==> src/rtl/cv32e40p_instr_port_arbiter.sv <==
// Two-requester round-robin arbiter for the OBI instruction port, with in-order response routing.
// Optional performance counters are enabled by defining CV32E40P_ARB_PERF_CNT_EN.
module cv32e40p_instr_port_arbiter #(
  parameter int unsigned MAX_OUTSTANDING = 2,
  parameter int unsigned CNT_W           = $clog2(MAX_OUTSTANDING + 1)
) (
  input  logic             clk,
  input  logic             rst,
  input  logic [1:0]       req_i,
  input  logic [1:0][31:0] addr_i,
  output logic [1:0]       gnt_o,
  output logic [1:0]       rvalid_o,
  output logic [31:0]      rdata_o,
  output logic             err_o,
  output logic             instr_req_o,
  output logic [31:0]      instr_addr_o,
  input  logic             instr_gnt_i,
  input  logic             instr_rvalid_i,
  input  logic [31:0]      instr_rdata_i,
  input  logic             instr_err_i,
  output logic             busy_o,
`ifdef CV32E40P_ARB_PERF_CNT_EN
  output logic [31:0]      contention_cnt_o,
  output logic [31:0]      lock_stall_cnt_o,
`endif
  output logic             proto_err_o
);

  localparam int unsigned      PTR_W    = (MAX_OUTSTANDING > 1) ? $clog2(MAX_OUTSTANDING) : 1;
  localparam logic [CNT_W-1:0] MAX_CNT  = CNT_W'(MAX_OUTSTANDING);
  localparam logic [PTR_W-1:0] LAST_PTR = PTR_W'(MAX_OUTSTANDING - 1);

  logic [CNT_W-1:0]           r_count;
  logic [MAX_OUTSTANDING-1:0] r_fifo;
  logic [PTR_W-1:0]           r_wr_ptr;
  logic [PTR_W-1:0]           r_rd_ptr;
  logic                       r_rr_prio;
  logic                       r_lock;
  logic                       r_lock_id;
  logic                       r_proto_err;

  logic w_sel;
  logic w_grant;
  logic w_resp;
  logic w_head;

  function automatic logic [PTR_W-1:0] ptr_inc(input logic [PTR_W-1:0] p);
    return (p == LAST_PTR) ? '0 : p + PTR_W'(1);
  endfunction

  // NOTE: every signal written in always_comb gets a default first so no latch is inferred.
  always_comb begin
    w_sel = 1'b0;
    if (r_lock)                w_sel = r_lock_id;
    else if (req_i == 2'b10)   w_sel = 1'b1;
    else if (req_i == 2'b11)   w_sel = r_rr_prio;
  end

  // The lock overrides the outstanding limit so a pending address phase is never withdrawn.
  assign instr_req_o  = req_i[w_sel] & ((r_count < MAX_CNT) | r_lock);
  assign instr_addr_o = addr_i[w_sel];
  assign w_grant      = instr_req_o & instr_gnt_i;
  assign w_resp       = instr_rvalid_i & (r_count != '0);
  assign w_head       = r_fifo[r_rd_ptr];

  always_comb begin
    gnt_o           = 2'b00;
    gnt_o[w_sel]    = w_grant;
    rvalid_o        = 2'b00;
    rvalid_o[w_head] = w_resp;
  end

  assign rdata_o     = instr_rdata_i;
  assign err_o       = instr_err_i;
  assign busy_o      = (r_count != '0) | instr_req_o;
  assign proto_err_o = r_proto_err;

  // NOTE: sequential state uses non-blocking assignments so all registers update from pre-edge values.
  always_ff @(posedge clk) begin
    if (rst) begin
      r_count     <= '0;
      r_wr_ptr    <= '0;
      r_rd_ptr    <= '0;
      r_rr_prio   <= 1'b0;
      r_lock      <= 1'b0;
      r_lock_id   <= 1'b0;
      r_proto_err <= 1'b0;
    end else begin
      case ({w_grant, w_resp})
        2'b10:   r_count <= r_count + CNT_W'(1);
        2'b01:   r_count <= r_count - CNT_W'(1);
        default: r_count <= r_count;
      endcase
      if (w_grant) r_wr_ptr <= ptr_inc(r_wr_ptr);
      if (w_resp)  r_rd_ptr <= ptr_inc(r_rd_ptr);
      if (w_grant) begin
        r_lock <= 1'b0;
      end else if (instr_req_o) begin
        r_lock    <= 1'b1;
        r_lock_id <= w_sel;
      end
      if (w_grant && (req_i == 2'b11)) r_rr_prio <= ~w_sel;
      if (instr_rvalid_i && (r_count == '0)) r_proto_err <= 1'b1;
    end
  end

  // NOTE: ID storage needs no reset; the pointers and count define which entries are valid.
  always_ff @(posedge clk) begin
    if (w_grant) r_fifo[r_wr_ptr] <= w_sel;
  end

`ifdef CV32E40P_ARB_PERF_CNT_EN
  logic [31:0] r_contention_cnt;
  logic [31:0] r_lock_stall_cnt;

  always_ff @(posedge clk) begin
    if (rst) begin
      r_contention_cnt <= '0;
      r_lock_stall_cnt <= '0;
    end else begin
      if ((req_i == 2'b11) && (r_contention_cnt != '1))
        r_contention_cnt <= r_contention_cnt + 32'd1;
      if (r_lock && req_i[~r_lock_id] && (r_lock_stall_cnt != '1))
        r_lock_stall_cnt <= r_lock_stall_cnt + 32'd1;
    end
  end

  assign contention_cnt_o = r_contention_cnt;
  assign lock_stall_cnt_o = r_lock_stall_cnt;
`endif

endmodule

==> config.mk <==
export PLATFORM = sky130hd
export DESIGN_NAME = cv32e40p_instr_port_arbiter
export DESIGN_NICKNAME = d
export VERILOG_FILES = /design/src/rtl/cv32e40p_instr_port_arbiter.sv
export SDC_FILE = /design/constraint.sdc
export NUM_CORES = 1
export LEC_CHECK = 0
export ABC_AREA = 1
export BUFFER_PORTS_ARGS = -buffer_cell sky130_fd_sc_hd__buf_2
export CAP_MARGIN = 20
export CORE_AREA = 2 2 68 70
export DETAILED_ROUTE_END_ITERATION = 6
export DIE_AREA = 0 0 70 72
export HOLD_SLACK_MARGIN = 0.02
export PLACE_DENSITY = 0.76
export REMOVE_ABC_BUFFERS = 1
export SLEW_MARGIN = 20
export SYNTH_ARGS = -nofsm -noshare
export SYNTH_HDL_FRONTEND = slang
export SYNTH_SLANG_ARGS = --single-unit
==> constraint.sdc <==
create_clock -name clk -period 3.9 [get_ports clk]
set_clock_uncertainty 0.05 [all_clocks]
set_input_delay 0.195 -clock clk [delete_from_list [all_inputs] [get_ports clk]]
set_output_delay 0.195 -clock clk [all_outputs]
set_load 0.01 [all_outputs]
# Word-level counts from Yosys, hierarchy flattened
# Index checks and enable logic that the tools add are counted.
# word_totals
ff_bits,10
in_bits,103
word_cells,62
output_inout_bits,72
# classes
magnitude_cmp,8
mux,19
bitwise,9
add_sub_neg,4
n_reduce_logical,10
eq_ne,4
# ops
op,n
two-way mux 32 bit,2
two-way mux 1 bit,12
< comparator 1 x 2 -> 1 bit (second input constant),4
== test 2 bit (second input constant),3
logical AND 1 bit,5
AND 2 bit,2
one-hot mux 2 bit (2 select lines),1
nonzero test 2 bit,2
AND 1 bit,3
demux 1 bit (select 1 bit),3
>= comparator 1 bit (second input constant),3
adder 1 bit (second input constant),2
adder 2 x 1 -> 2 bit (second input constant),1
bitwise mux 2 bit,1
== test 2 x 1 -> 1 bit (second input constant),1
zero test 2 bit,1
< comparator 2 bit (second input constant),1
NOT 1 bit,2
bitwise OR 1 bit,2
AND reduction 2 bit,1
OR reduction 2 bit,1
subtractor 2 x 1 -> 2 bit (second input constant),1

# Depth between registers and ports, before layout
# Gate-level depths: netlist of run 1.
# depth
word_depth,10
depth_mapped,10
ltp_nobuf,10

# Worst setup path before layout of run 1
# No wires, ideal clock.
# synth_path
kind,flip-flop to flip-flop
from,reg r_count[0]
to,reg r_count[1]
setup_slack_ns,2.390
n_path_buf,0
setup_ns,0.116
arrival_ns,1.343
stages_incl_launch_ff,7
required_time_ns,3.734
period_less_slack_ns,1.510
path_cell_list,dfxtp_1 > o21ai_0 > inv_1 > ha_1 > nor2_1 > and3_1 > nor3_1
# synth_between
elab_cells_between_ends,12
cone_classes,add/sub (2); order compare (1); eq/ne (2); mux (1); bitwise (4); reduce/logical (2)
# synth_rtl
element,line_no,text
start: declaration,33,logic [CNT_W-1:0] r_count;
start signal: assignment,90,2'b10: r_count <= r_count + CNT_W'(1);
start signal: assignment,91,2'b01: r_count <= r_count - CNT_W'(1);
start signal: assignment,92,default: r_count <= r_count;
nonzero test 2 bit (*),63,assign w_resp = instr_rvalid_i & (r_count != '0);
AND 1 bit (*),63,
net w_resp,44,logic w_resp;
== test 2 x 1 -> 1 bit or == test 2 bit (tied branches),89,"case ({w_grant, w_resp})"
one-hot mux 2 bit (2 select lines) or nonzero test 2 bit (tied branches),n/a,
# Mark *: on every way through the listed nets, which the timed path passes. The rest lies on a longest branch.
# A chain may end at the register's enable or synchronous reset.

# Worst setup path in the final report of run 1
# layout_path
from,reg r_lock
to,out instr_addr_o[15]
# layout_between
elab_chain_len,3
# layout_rtl
element,line_no,text
start: declaration,38,logic r_lock;
start signal: assignment,85,r_lock <= 1'b0;
start signal: assignment,97,r_lock <= 1'b0;
start signal: assignment,99,r_lock <= 1'b1;
two-way mux 1 bit,54,if (r_lock) w_sel = r_lock_id;
two-way mux 32 bit (implied by the code) (2 in a row),61,assign instr_addr_o = addr_i[w_sel];
end: declaration,16,"output logic [31:0] instr_addr_o,"
# No other way between the ends. The select of a mux whose other input is x is not followed.

==> results.md, run 1 <==
- Initial core utilization: 28.0%
- CTS H-tree depth: 1
- Worst hold path stage count: 3
- Max Fclk: 0.486 GHz
- FF/Latch Area: 220 um2
- Reg2reg path depth: 6
- Most common cell after layout, fill and taps aside: buf_2
- RR Startpoint: r_count[0]
- DR iter-0 viols: 42
- PwrDens: 364 mW/mm2
- Final HPWL DP: 3.94 mm
- Worst VDD drop: 0.104 mV
- Hold Violations, Final: 0
- Worst EP arrival: 1810 ps
- XOR/XNOR share of the synthesized area: 0.734%
- Crit Path Max Fanout: 38
- Placed Instances: 326
- # diodes: 0
- Period utilization: 52.7%
- Drt first pass iters: 4
- Max-slew violation total from the final report: 0
- Number of global-route vias before repair: 1273
- Antenna Nets Post-Route: 0
- Nets: 383
- Layout cells sized above 1: 44.2%
- Sequential share of the synthesized area: 18.4%
- Required @ worst endpoint: 3650 ps
- Synth Area in Simple Gates: 48.1%
- Die Height: 72 um
- First-pass GRT wire length: 6.55 mm
- Commonest cells after routing, fill and taps aside: buf_2, nand2_1, nor2_1
- Adder-Cell Fraction of Synth Area: 1.05%
- Pleak: 0.000992 uW
- CTS Hold Bufs: 0
- Fillers: 465
- Largest net degree at the start of global routing: 39
- Critical path's slowest cell: inv_2
- Final setup viols: 0
- Cell accounting for the most synthesized area: nand2_1
- Die area: 0.00504 mm2
- Root Buffer Master: clkbuf_8
- Grt total ovfl: 0
- CTS tree: done
- Kind of critical path: flip-flop to primary output
- CP Capture Type: primary output
- Worst min path class: primary input to flip-flop
- Via count: 1460
- Compound-Gate Fraction of Synth Area: 4.30%
- Critical path cell sequence: nor2_2, nand2_2, nand2_4, inv_2, nand2_1, nand2_1, buf_2
- Largest family of logic cells by synthesized area: simple AND/OR/NAND/NOR gates
- Yosys warning total: 0
- Core Area: 0.00426 mm2
- Synth Instances: 205
- TritonCTS Sinks: 10
- Slew margin rel.: 64.6%
- Worst stage delay on the critical path: 460 ps
- Hold Path Origin: instr_rvalid_i
- Top cell type's share of synthesized area: 32.7%
- RSZ-0062 raised after global routing: no
- Netlist cell types: 26
- Main area contributors after synthesis: nand2_1, buf_4, dfxtp_1
- Mapped Area: 0.00119 mm2
- Post-cts repair resize count: 0
- Dpl cell area: 0.00152 mm2
- Die Wd: 70 um
- # DRC: 0
- Post-CTS Setup Inserts: 0
- Area of the multi-input gates: 647 um2
- WL/cell: 13.6 um
- Reg clk slew, reported paths: 50 ps
- Number of max-cap violations: 0
- Most frequent CP cell: nand2_1
- Crit path from: r_lock
- Post-synthesis mux area share: 0%
- IO Port Bufs: 108
- Synthesis-to-finish area growth: 31.2%
- Routed WL: 4.48 mm
- # rows: 24
- Synthesis-stage register bit count: 10
- Crit path launch type: flip-flop
- Post-route cell area: 0.00157 mm2
- Outcome: finished, final reports clean
- Initial antenna violation count: 0
- Total track usage: 17.0%
- Gpl congestion: 0.745
- Setup TNS: 0 ps
- Syn Area/Cell: 5.82 um2
- Ports: 175
- Slew @ Worst Pin: 525 ps
- DR vias/cell: 4.42
- Clk_lat worst skew: 240 ps
- Longest Clk Path Bufs: 2
- Non-Filler Instances: 330
- Num CTS Buffers: 3
- Fin crit period: 2060 ps
## routing by layer
layer | routed length [um] | track usage (%)
met5 | 0 | 8.08
met4 | 55 | 5.13
met3 | 857 | 13.2
met2 | 1880 | 25.5
met1 | 1690 | 17.9
## report_power, final
group          internal, uW  total, uW  switching [uW]
combinational           129        314             185
clock                  69.1        111            41.8
sequential              128        145            16.6
## metrics by stage
stage	worst slack [ps]	hold WS, ps	total power (uW)	util [%]
3_3_place_gp	2130	340	458	35.7
6_report	1840	162	570	36.7
4_1_cts	1830	164	578	36.7
2_1_floorplan	2390	215	332	-
3_5_place_dp	2080	340	464	35.7
5_1_grt	1690	178	619	36.7
## kinds of logic (layout without fill, tap and decap cells)
kind of cell               count (synthesis)  count (layout)
DFF                                       10              10
and+or+nand+nor                          132             132
xor gates and xnor gates                   1               1
buffers and inverters                     52             125
adders and majority gates                  1               1
AOI/OAI and AO/OA                          9               9
## worst max-delay path: cells and delay by family (launching register included)
family / cells / cell delay, ps
buffers and inverters: 2 / 590
AND/OR/NAND/NOR: 5 / 580
flip-flops: 1 / 380
## synthesized netlist by cell type
library cell	number
nand3_2	1
nor3_1	2
buf_4	33
a21oi_1	3
nand4_4	1
o21ai_0	4
nand2_2	1
inv_1	12
nand3_4	1
dfxtp_1	8
nand3_1	2
nor3b_2	1
nand2_4	1
a211oi_1	1
edfxtp_1	2
nand2_1	104
inv_2	1
buf_2	6
and3_1	1
xor2_1	1
nor2_2	2
a21oi_2	1
or2_2	1
nor2_4	1
ha_1	1
nor2_1	13
## state kept, by name, indices dropped and copies added (netlist names)
register and cells:
r_count 2, r_fifo 2, proto_err_o 1, r_lock 1
r_lock_id 1, r_rd_ptr 1, r_rr_prio 1, r_wr_ptr 1
## final cells by class
| cell class | count | share of cell area, % |
|---|---|---|
| Inverter | 13 | 3.12 |
| Tap cell | 52 | 4.15 |
| Multi-Input combinational cell | 143 | 41.3 |
| Sequential cell | 10 | 14.1 |
| Timing Repair Buffer | 108 | 34.5 |
| Clock buffer | 3 | 2.64 |
| Clock inverter | 1 | 0.240 |
## path summary, 6_finish.rpt
check | end | slack, ps
max reg2reg | r_count[1] | 2170
min reg2reg | r_rd_ptr | 430
max | instr_addr_o[15] | 1840
min | proto_err_o | 160
Power figures use the tool's default switching activity.
==> run 2, diff against run 1 <==
Settings changed: ABC_AREA 1 to 0, CORE_AREA 2 2 68 70 to 2 2 67 69, DIE_AREA 0 0 70 72 to 0 0 69 71, PLACE_DENSITY 0.76 to 0.77.
Clock period 3.9 ns to 2.1 ns, I/O delays scaled along.
==> results.md, run 2 <==
- Commonest cells after routing, fill and taps aside: buf_2, mux2_2, nor2_1
- Post-CTS Setup Inserts: 0
- Pint: 677 uW
- Hold Path Origin: instr_gnt_i
- Via count: 1152
- # DRC: 0
- Gpl congestion: 0.886
- Worst VDD drop: 0.188 mV
- Period utilization: 88.5%
- PwrDens: 686 mW/mm2
- CTS Hold Bufs: 0
- Initial antenna violation count: 0
- Kind of critical path: flip-flop to flip-flop
- Final setup viols: 0
- Netlist cell types: 28
- Largest net degree at the start of global routing: 39
- CTS H-tree depth: 1
- PnR worst setup slack: 241 ps
- Yosys warning total: 0
- Crit path launch type: flip-flop
- Dpl cell area: 0.00151 mm2
- Clock Power Share: 19.5%
- Hold Violations, Final: 0
- Longest Clk Path Bufs: 2
- Worst EP arrival: 1980 ps
- Max-slew violation total from the final report: 0
- Flop-to-flop setup slack: 240 ps
- Required @ worst endpoint: 2220 ps
- Sequential share of the synthesized area: 19.0%
- Ports: 175
- Top cell type's share of synthesized area: 30.2%
- Nets: 309
- Mapped Area: 0.00116 mm2
- Layout cells sized above 1: 71.6%
- Outcome: finished, final reports clean
- CTS tree: done
- RSZ-0062 raised after global routing: no
- Number of synthesized flops with an enable pin: 2
- Cell accounting for the most synthesized area: mux2_2
- RR Startpoint: r_lock_id
- Post-cts repair resize count: 0
- Worst min path class: primary input to flip-flop
- Top cells by count, synth: buf_4, mux2_2, nor2_1
- Most common cell in the netlist: buf_4
- Clk_lat worst skew: 240 ps
- Sw Share: 36.6%
- Critical path's slowest cell: a2111o_1
- Core Area: 0.00420 mm2
- Final HPWL DP: 3.73 mm
- Main area contributors after synthesis: mux2_2, buf_4, dfxtp_1
- Num CTS Buffers: 3
- R2r endpoint: r_count[1]
- Synthesis-stage register bit count: 10
- Worst hold endpoint: r_lock
- Number of max-cap violations: 0
- Routed WL: 4.24 mm
- # diodes: 0
- Worst hold path stage count: 2
- Crit Path Max Fanout: 3
- Grt total ovfl: 0
- Synth Instances: 126
- Root Buffer Master: clkbuf_8
- Slew margin rel.: 78.9%
- Post-route cell area: 0.00156 mm2
- CP Capture Type: flip-flop
- Number of global-route vias before repair: 1110
- TritonCTS Sinks: 10
- Die area: 0.00490 mm2
- WL/cell: 16.5 um
- Antenna Nets Post-Route: 0
- Combinational Power Share: 53.9%
- Total track usage: 16.3%
- Placed Instances: 252
- Total net switching power: 390 uW
- Max Fclk: 0.538 GHz
- Fin crit period: 1860 ps
- FFs w/ async S/R, synth: 0%
- First-pass GRT wire length: 6.01 mm
- Worst stage delay on the critical path: 440 ps
- DR iter-0 viols: 42
- Most common cell after layout, fill and taps aside: buf_2
- # rows: 24
- Biggest regs: r_count: 2 flops, r_fifo: 2 flops
- Top FF cell, synth: dfxtp_1
- DR vias/cell: 4.50
- Reg clk slew, reported paths: 50 ps
- Slew @ Worst Pin: 316 ps
- Pleak: 0.000787 uW
- Drt first pass iters: 3
- Initial core utilization: 27.5%
- Sequential power share: 26.7%
- Critical path cell sequence: mux2i_1, a2111o_1, ha_1, or3_1, a21oi_1
- Synthesis-to-finish area growth: 34.6%
- Die Wd: 69 um
- IO Port Bufs: 108
- Die Height: 71 um
- Non-Filler Instances: 256
- Syn Area/Cell: 9.18 um2
- Setup slack at placement: 242 ps
- Setup TNS: 0 ps
- Reg2reg path depth: 5
==> run 2: cell types whose count changed after synthesis, moves of 3 or more <==
cell / previous run / this run
nand2b_1: 0 / 3
nor2b_1: 0 / 3
nand2_1: 104 / 1
buf_2: 6 / 0
buf_6: 0 / 3
inv_1: 12 / 4
mux2_2: 0 / 31
==> run 2: through the flow <==
stage	utilization, %	hold WS, ps	power [uW]
CTS	37.0	53.1	1080
floorplan	-	124	624
global route	37.0	90.6	1140
global placement	36.0	160	853
detailed placement	36.0	160	867
finish	37.0	58.1	1070
==> run 2: how the worst max path moves through the flow <==
stage	cells after the start	endpoint	slack, ps	from
finish	5	r_count[1]	240	r_lock_id
global route	5	r_count[1]	180	r_lock_id
global placement	5	r_count[1]	320	r_lock_id
CTS	5	r_count[1]	230	r_lock_id
floorplan	5	r_count[1]	280	r_lock_id
detailed placement	5	r_count[1]	240	r_lock_id
==> run 2: worst max-delay path, delay by kind of cell, from the launching register on <==
kind	cells	cell delay, ps
AOI/OAI and AO/OA	2	600
adders and majority gates	1	320
DFF	1	370
muxes	1	110
and+or+nand+nor	1	350
==> run 2: power by group through the flow <==
stage	clock, uW	combinational (uW)	sequential [uW]
2_1_floorplan	0	344	280
4_1_cts	212	584	284
3_5_place_dp	0	580	287
5_1_grt	221	628	291
3_3_place_gp	0	570	283
6_report	208	575	285
==> run 2: layout make-up <==
class,instances,area [um2]
Multi-Input combinational cell,75,636
Timing Repair Buffer,111,576
Sequential cell,10,220
Fill cell,444,2650
Clock buffer,3,41.3
Clock inverter,1,3.75
Tap cell,52,65.1
Inverter,4,15.0
==> run 2: cell families (layout without fill, tap and decap cells) <==
family / count (synthesis) / count (layout) / synth area share [%]
AOI/OAI and AO/OA: 9 / 9 / 5.74
xor gates and xnor gates: 4 / 4 / 3.03
muxes: 35 / 35 / 33.9
DFF: 10 / 10 / 19.0
adders and majority gates: 1 / 1 / 1.08
and+or+nand+nor: 26 / 26 / 11.3
buffers and inverters: 41 / 119 / 26.0
==> run 2: metal layers <==
layer,share of wire (%),GRT usage (%)
met5,0,7.07
met4,2.5,7.84
met3,20,13.4
met2,46,26.3
met1,31,14.2
==> run 3, diff against run 2 <==
Settings changed: CELL_PAD_IN_SITES_DETAIL_PLACEMENT set to 1, CELL_PAD_IN_SITES_GLOBAL_PLACEMENT set to 1, CORE_AREA 2 2 67 69 to unset, CORE_MARGIN set to 2, CORE_UTILIZATION set to 18, DIE_AREA 0 0 69 71 to unset, PLACE_DENSITY 0.77 to unset, PLACE_DENSITY_LB_ADDON set to 0.1.
==> results.md, run 3 (synthesis results as in run 2) <==
- Clk_lat worst skew: 230 ps
- Longest Clk Path Bufs: 2
- Num CTS Buffers: 3
- Hold Path Origin: instr_gnt_i
- Slew @ Worst Pin: 338 ps
- Number of max-cap violations: 0
- Most common cell after layout, fill and taps aside: buf_2
- Worst hold path stage count: 2
- Total track usage: 12.7%
- Max-slew violation total from the final report: 0
- Gpl congestion: 0.780
- CP Capture Type: flip-flop
- Initial core utilization: 18.4%
- Crit path launch type: flip-flop
- Kind of critical path: flip-flop to flip-flop
- Die Height: 84.1 um
- Setup TNS: 0 ps
- FF/Latch Area: 220 um2
- RR Startpoint: r_lock_id
- Largest net degree at the start of global routing: 39
- DR vias/cell: 4.32
- PwrDens: 672 mW/mm2
- WL/cell: 16.7 um
- Dpl cell area: 0.00154 mm2
- Area of the multi-input gates: 636 um2
- Reg clk slew, reported paths: 50 ps
- Fin crit period: 1880 ps
- DR iter-0 viols: 20
- Via count: 1213
- # DRC: 0
- Worst min path class: primary input to flip-flop
- Die Wd: 84.1 um
- CTS H-tree depth: 1
- Worst VDD drop: 0.165 mV
- # diodes: 0
- Routed WL: 4.70 mm
- CTS tree: done
- Layout cells sized above 1: 71.6%
- Fillers: 791
- Reg2reg path depth: 5
- Period utilization: 89.4%
- TritonCTS Sinks: 10
- RSZ-0062 raised after global routing: no
- Root Buffer Master: clkbuf_8
- Initial antenna violation count: 0
- Final Core Density: 25.3%
- Worst hold endpoint: r_lock
- Nets: 309
- Pleak: 0.000787 uW
- Drt first pass iters: 2
- Post-cts repair resize count: 0
- IO Port Bufs: 108
- Biggest regs: r_count: 2 flops, r_fifo: 2 flops
- Ports: 175
- Crit Path Max Fanout: 3
- R2r endpoint: r_count[1]
- Max Fclk: 0.533 GHz
- Antenna Nets Post-Route: 0
- Final setup viols: 0
- Outcome: finished, final reports clean
- Worst EP arrival: 1990 ps
- Number of global-route vias before repair: 1361
- Final HPWL DP: 3.99 mm
- First-pass GRT wire length: 7.06 mm
- Flop-to-flop setup slack: 220 ps
- Slew margin rel.: 77.5%
- Core Area: 0.00628 mm2
- Hold Violations, Final: 0
- # rows: 29
- Required @ worst endpoint: 2210 ps
- Post-route cell area: 0.00159 mm2
- Die area: 0.00708 mm2
- Synthesis-to-finish area growth: 37.3%
- Grt total ovfl: 0
- Post-CTS Setup Inserts: 0
- CTS Hold Bufs: 0
- Commonest cells after routing, fill and taps aside: buf_2, mux2_2, nor2_1
==> run 3: cell counts in the layout (fill, tap and decap cells not counted) <==
No cell type changed its count.
==> run 3: worst max-delay path, stage by stage (launching register included) <==
cell,delay (ps)
dfxtp_1,360
mux2i_1,110
a2111o_1,450
ha_1,320
or3_1,360
a21oi_1,160
==> run 3: final cells by class <==
| cell class | count | area share (%) |
|---|---|---|
| clock inverter | 1 | 0.236 |
| sequential | 10 | 13.9 |
| inverter | 4 | 0.946 |
| multi-input combinational | 75 | 40.0 |
| clock buffer | 3 | 2.60 |
| tap | 77 | 6.07 |
| timing repair buffer | 111 | 36.2 |
==> run 3: worst max path at each step <==
| stage | end | from | depth (start not counted) |
|---|---|---|---|
| after floorplan | r_count[1] | r_lock_id | 5 |
| after global placement | r_count[1] | r_lock_id | 5 |
| after detailed placement | r_count[1] | r_lock_id | 5 |
| after CTS | r_count[1] | r_lock_id | 5 |
| after global routing | r_count[1] | r_lock_id | 5 |
| final | r_count[1] | r_lock_id | 5 |
==> run 3: layer usage <==
metal / up-vias / track usage [%] / wire length [um]
met5: - / 6.99 / 30
met4: 2 / 3.81 / 14
met3: 4 / 10.2 / 881
met2: 118 / 18.6 / 2100
met1: 538 / 13.5 / 1680
li1: 551 / - / -
==> run 3: stage by stage <==
stage	hold slack [ps]	cells	total power (uW)	setup slack (ps)
finish	57.0	281	1070	223
global route	63.1	281	1160	148
CTS	45.2	281	1100	192
detailed placement	160	277	880	201
global placement	160	277	861	308
floorplan	124	89	624	275
==> run 3: where the power goes <==
part | total, uW | internal [uW] | switching (uW) | leakage (uW)
sequential | 285 | 243 | 41.9 | 0.0000849
clock | 203 | 128 | 74.4 | 0.0000231
combinational | 580 | 306 | 274 | 0.000679
total | 1070 | 676 | 391 | 0.000787
